===== config.mk =====
export PLATFORM = sky130hd
export DESIGN_NAME = demux_stream_reg
export DESIGN_NICKNAME = d
export VERILOG_FILES = /design/src/rtl/demux_stream_reg.sv
export SDC_FILE = /design/constraint.sdc
export NUM_CORES = 1
export LEC_CHECK = 0
export ABC_AREA = 1
export CORE_MARGIN = 2
export CORE_UTILIZATION = 41
export CTS_CLUSTER_DIAMETER = 80
export DETAILED_ROUTE_END_ITERATION = 10
export GPL_TIMING_DRIVEN = 0
export PLACE_DENSITY = 0.84
export SLEW_MARGIN = 20
export SYNTH_ARGS = -nofsm -noshare
export SYNTH_HDL_FRONTEND = slang
export SYNTH_SLANG_ARGS = --single-unit

===== constraint.sdc =====
create_clock -name clk -period 2.1 [get_ports clk]
set_input_delay 0.42 -clock clk [delete_from_list [all_inputs] [get_ports clk]]
set_output_delay 0.42 -clock clk [all_outputs]
set_load 0.05 [all_outputs]

===== src/rtl/demux_stream_reg.sv =====
// demux_stream_reg: registered 1-to-NUM_OUT valid/ready stream demultiplexer.
// The selected channel gets a one-hot valid. Beats with an out-of-range select are dropped and counted.
//
// Ports:
//   clk, rst         rising-edge clock, async active-high reset
//   in_valid/ready   input handshake
//   in_sel, in_data  destination channel and payload of the input beat
//   out_valid        one-hot (or zero) per-channel valid
//   out_ready        per-channel consumer ready
//   out_data         payload, shared by all channels
//   out_sel          index of the channel holding the register
//   drop_pulse       1-cycle pulse when an illegal-select beat is consumed
//   drop_cnt         saturating count of dropped beats
//   drop_clr         synchronous clear of drop_cnt
module demux_stream_reg #(
  parameter int DATA_W  = 8,
  parameter int SEL_W   = 2,
  parameter int NUM_OUT = 4,
  parameter int CNT_W   = 8
) (
  input  logic               clk,
  input  logic               rst,
  input  logic               in_valid,
  output logic               in_ready,
  input  logic [SEL_W-1:0]   in_sel,
  input  logic [DATA_W-1:0]  in_data,
  output logic [NUM_OUT-1:0] out_valid,
  input  logic [NUM_OUT-1:0] out_ready,
  output logic [DATA_W-1:0]  out_data,
  output logic [SEL_W-1:0]   out_sel,
  output logic               drop_pulse,
  output logic [CNT_W-1:0]   drop_cnt,
  input  logic               drop_clr
);

  // One extra bit so NUM_OUT == 2**SEL_W still fits.
  localparam logic [SEL_W:0] NUM_OUT_C = (SEL_W+1)'(NUM_OUT);

  logic [NUM_OUT-1:0] valid_q, valid_d;
  logic [DATA_W-1:0]  data_q, data_d;
  logic [SEL_W-1:0]   sel_q, sel_d;
  logic               drop_q, drop_d;
  logic [CNT_W-1:0]   cnt_q, cnt_d;

  logic [NUM_OUT-1:0] sel_dec;
  logic               full;
  logic               take;
  logic               fire;
  logic               legal;

  // valid_q is one-hot at sel_q, so masking with out_ready
  // picks out_ready[sel_q] without an out-of-range index.
  assign full     = |valid_q;
  assign take     = |(valid_q & out_ready);
  assign in_ready = ~rst & (~full | take);
  assign fire     = in_valid & in_ready;
  assign legal    = ({1'b0, in_sel} < NUM_OUT_C);

  always_comb begin
    sel_dec = '0;
    for (int i = 0; i < NUM_OUT; i++) begin
      sel_dec[i] = (in_sel == SEL_W'(i));
    end
  end

  always_comb begin
    valid_d = valid_q;
    data_d  = data_q;
    sel_d   = sel_q;
    drop_d  = 1'b0;
    cnt_d   = cnt_q;
    if (take) begin
      valid_d = '0;
    end
    if (fire && legal) begin
      valid_d = sel_dec;
      data_d  = in_data;
      sel_d   = in_sel;
    end
    if (fire && !legal) begin
      drop_d = 1'b1;
      if (cnt_q != '1) begin
        cnt_d = cnt_q + CNT_W'(1);
      end
    end
    if (drop_clr) begin
      cnt_d = '0;
    end
  end

  always_ff @(posedge clk or posedge rst) begin
    if (rst) begin
      valid_q <= '0;
      data_q  <= '0;
      sel_q   <= '0;
      drop_q  <= 1'b0;
      cnt_q   <= '0;
    end else begin
      valid_q <= valid_d;
      data_q  <= data_d;
      sel_q   <= sel_d;
      drop_q  <= drop_d;
      cnt_q   <= cnt_d;
    end
  end

  assign out_valid  = valid_q;
  assign out_data   = data_q;
  assign out_sel    = sel_q;
  assign drop_pulse = drop_q;
  assign drop_cnt   = cnt_q;

endmodule


==> results.tsv <==
stage	metric	value	unit
global_routing	grt_pass1_wl	2.428	mm
global_routing	grt_start_max_net_pins	16	
placed_design	dp_hpwl	1.351	mm
placed_design	globalplace.congestion	0.6869	
cells_and_area	nNetsFinal	150	
clocking	cts_buffer_depth	2	
critical_path	end_kind	output pin	
timing	rsz0062_at_grt	false	
critical_path	critPathKind	primary input to output pin	
cells_and_area	drive_gt1_frac	0.2137	
clocking	insertion_delay	0.27	ns
pwr	peakVddDrop	0.8896	mV
drt	num_vias	694	
synthesis	synthCells	88	
outcome	status	finished clean	
floorplan	num_rows	15	
floorplan	core	1764	um^2
critical_path	crit_fanout	10	
timing	period_share	0.9620	
pwr	power.leakage	0.0006002	uW
clocking	post_cts_buffers	0	
clocking	clock-sinks	14	
critical_path	regToRegSetupSlack	0.81	ns
min_path	min_path_type	flop to flop	
cells_and_area	diodes	0	
clocking	cts_tree	done	
drt	drtIter0Drc	4	
drt	drt_pass1_iterations	3	
timing	setup_viol	0	
cells_and_area	fillCellCount	161	
timing	relSlewSlack	0.5954	
timing	timing.fmax	495.0	MHz
clocking	cts_root_buf	clkbuf_4	
global_routing	overflow	0	
drt	routed_wl	1.657	mm
timing	worst_pin_slew	0.6062	ns
clocking	cts_buffers	3	
critical_path	cp_data_arrival_time	1.60	ns
critical_path	cp-startpoint	out_ready[2]	
clocking	postCtsHoldBufs	0	
timing	period_minus_slack	2.020	ns
synthesis	synth_area	778.2	um^2
cells_and_area	area_growth	52.57	%
drt	post_drt_wl_per_cell	10.62	um
critical_path	r2r-start	out_valid[2]$_DFFE_PP0P_	
global_routing	antenna_found_initial	0	
synthesis	synth.avg_cell_area	8.844	um^2
floorplan	io_pins	42	
timing	final-hold-violation-count	0	
cells_and_area	fin_util	0.6731	
timing	setup_tns	0	ns
critical_path	start_kind	primary input	
synthesis	synth_seq_cells	14	
drt	via_per_inst	4.449	
pwr	p_per_area	1816	nW/um^2
synthesis	yosysWarnings	0	
timing	skew	0.001222	ns
drt	ant_nets	0	
clocking	path_clk_slew	0.08	ns
clocking	htree_levels	1	
critical_path	worst_path_max_delay_cell	clkdlybuf4s50_1	
critical_path	crit_path_frequent_cell	buf_6	
global_routing	grt_usage	0.1531	
job	cap_violations	0	
drt	drc	0	
floorplan	dieWidth	47.57	um
synthesis	synth_seq_area_share	0.4502	
floorplan	die_h	47.57	um
floorplan	start_util	0.4411	
critical_path	cp_cell_sequence	clkdlybuf4s50_1 -> nand2_2 -> nand2_4 -> nor2_8 -> a21oi_4 -> buf_6 -> buf_6	
global_routing	grt_pass1_vias	624	
min_path	min-delay-start	out_data[7]$_DFFE_PP0P_	
clocking	cts_resized	6	
timing	slew_viol_final	0	
synthesis	synth.distinct_cells	16	
critical_path	cp_data_required_time	1.68	ns
floorplan	die_area	2262	um^2
placed_design	port_buffers	31	
critical_path	cp_slowest_stage_delay	0.47	ns
[flip-flops by register name, summed over array words and instances (netlist names)]
register   flops
out_sel        2
out_data       8
out_valid      4
[cell usage after synthesis (all sizes together)]
master | count | area (um^2)
a21oi | 1 | 16.27
buf | 12 | 95.08
conb | 1 | 3.750
dfrtp | 14 | 350.3
inv | 4 | 15.01
nand2 | 31 | 141.4
nand3 | 17 | 107.6
nor2 | 6 | 38.79
o21ai | 2 | 10.01
[where the power goes]
part	internal [uW]	leakage [uW]	total, uW	switching (uW)
logic	505	0.000401	1470	966
registers	402	0.000178	499	97.6
clock network	105	0.0000210	186	81.2
[cell usage in the layout (no fill, tap or decap), drive strengths merged]
cell / instances
nor2: 6
clkdlybuf4s50: 30
conb: 9
dfrtp: 14
nand3: 17
nand2: 31
inv: 4
clkbuf: 4
a21oi: 1
o21ai: 2
buf: 13
[worst paths after layout]
kind	endpoint	depth (start not counted)
max	in_ready	7
min	out_data[7]$_DFFE_PP0P_	2
max reg2reg	out_data[2]$_DFFE_PP0P_	8
min reg2reg	out_data[7]$_DFFE_PP0P_	2
max in group asynchronous	out_data[2]$_DFFE_PP0P_	2
min in group asynchronous	out_data[1]$_DFFE_PP0P_	2
[routing by layer]
layer  vias up  share of wire  track usage
li1        347              -            -
met1       320           0.38       0.1756
met2        25           0.56       0.2811
met3         2          0.047      0.01132
met4         0          0.013      0.08108
met5         -              0            0
[kinds of logic after synthesis]
kind of cell,after synthesis,synth area share
AO/OA/AOI/OAI,3,0.03377
buffers and inverters,16,0.1415
flip-flops,14,0.4502
other,1,0.004819
AND/OR/NAND/NOR,54,0.3698
[layout make-up]
type / count / area [um^2] / area share
Buffer: 12 / 95.09 / 0.08008
Clock buffer: 4 / 36.28 / 0.03056
Inverter: 4 / 15.01 / 0.01264
Multi-Input combinational cell: 66 / 347.8 / 0.2929
Sequential cell: 14 / 350.3 / 0.2950
Tap cell: 25 / 31.28 / 0.02634
Timing Repair Buffer: 31 / 311.5 / 0.2624
[critical path, delay by kind of cell]
kind,cells,cell delay [ns]
buf+inv,3,0.79
compound gates,1,0.16
simple gates,3,0.22
[through the flow]
step / hold WS, ns / power [uW] / instance area [um^2] / worst slack (ns) / instances
6_report: 0.4794 / 2156 / 1187 / 0.07989 / 156
5_1_grt: 0.5194 / 2285 / 1187 / 0.007055 / 156
4_1_cts: 0.4866 / 2176 / 1184 / 0.03123 / 156
3_5_place_dp: 0.4640 / 1985 / 1150 / -0.5797 / 152
3_3_place_gp: 0.4623 / 1946 / 1150 / -0.5496 / 152
2_1_floorplan: 0.3392 / 1561 / 808.3 / 0.3693 / 96
Note: power is estimated with default switching activity, not from simulation.
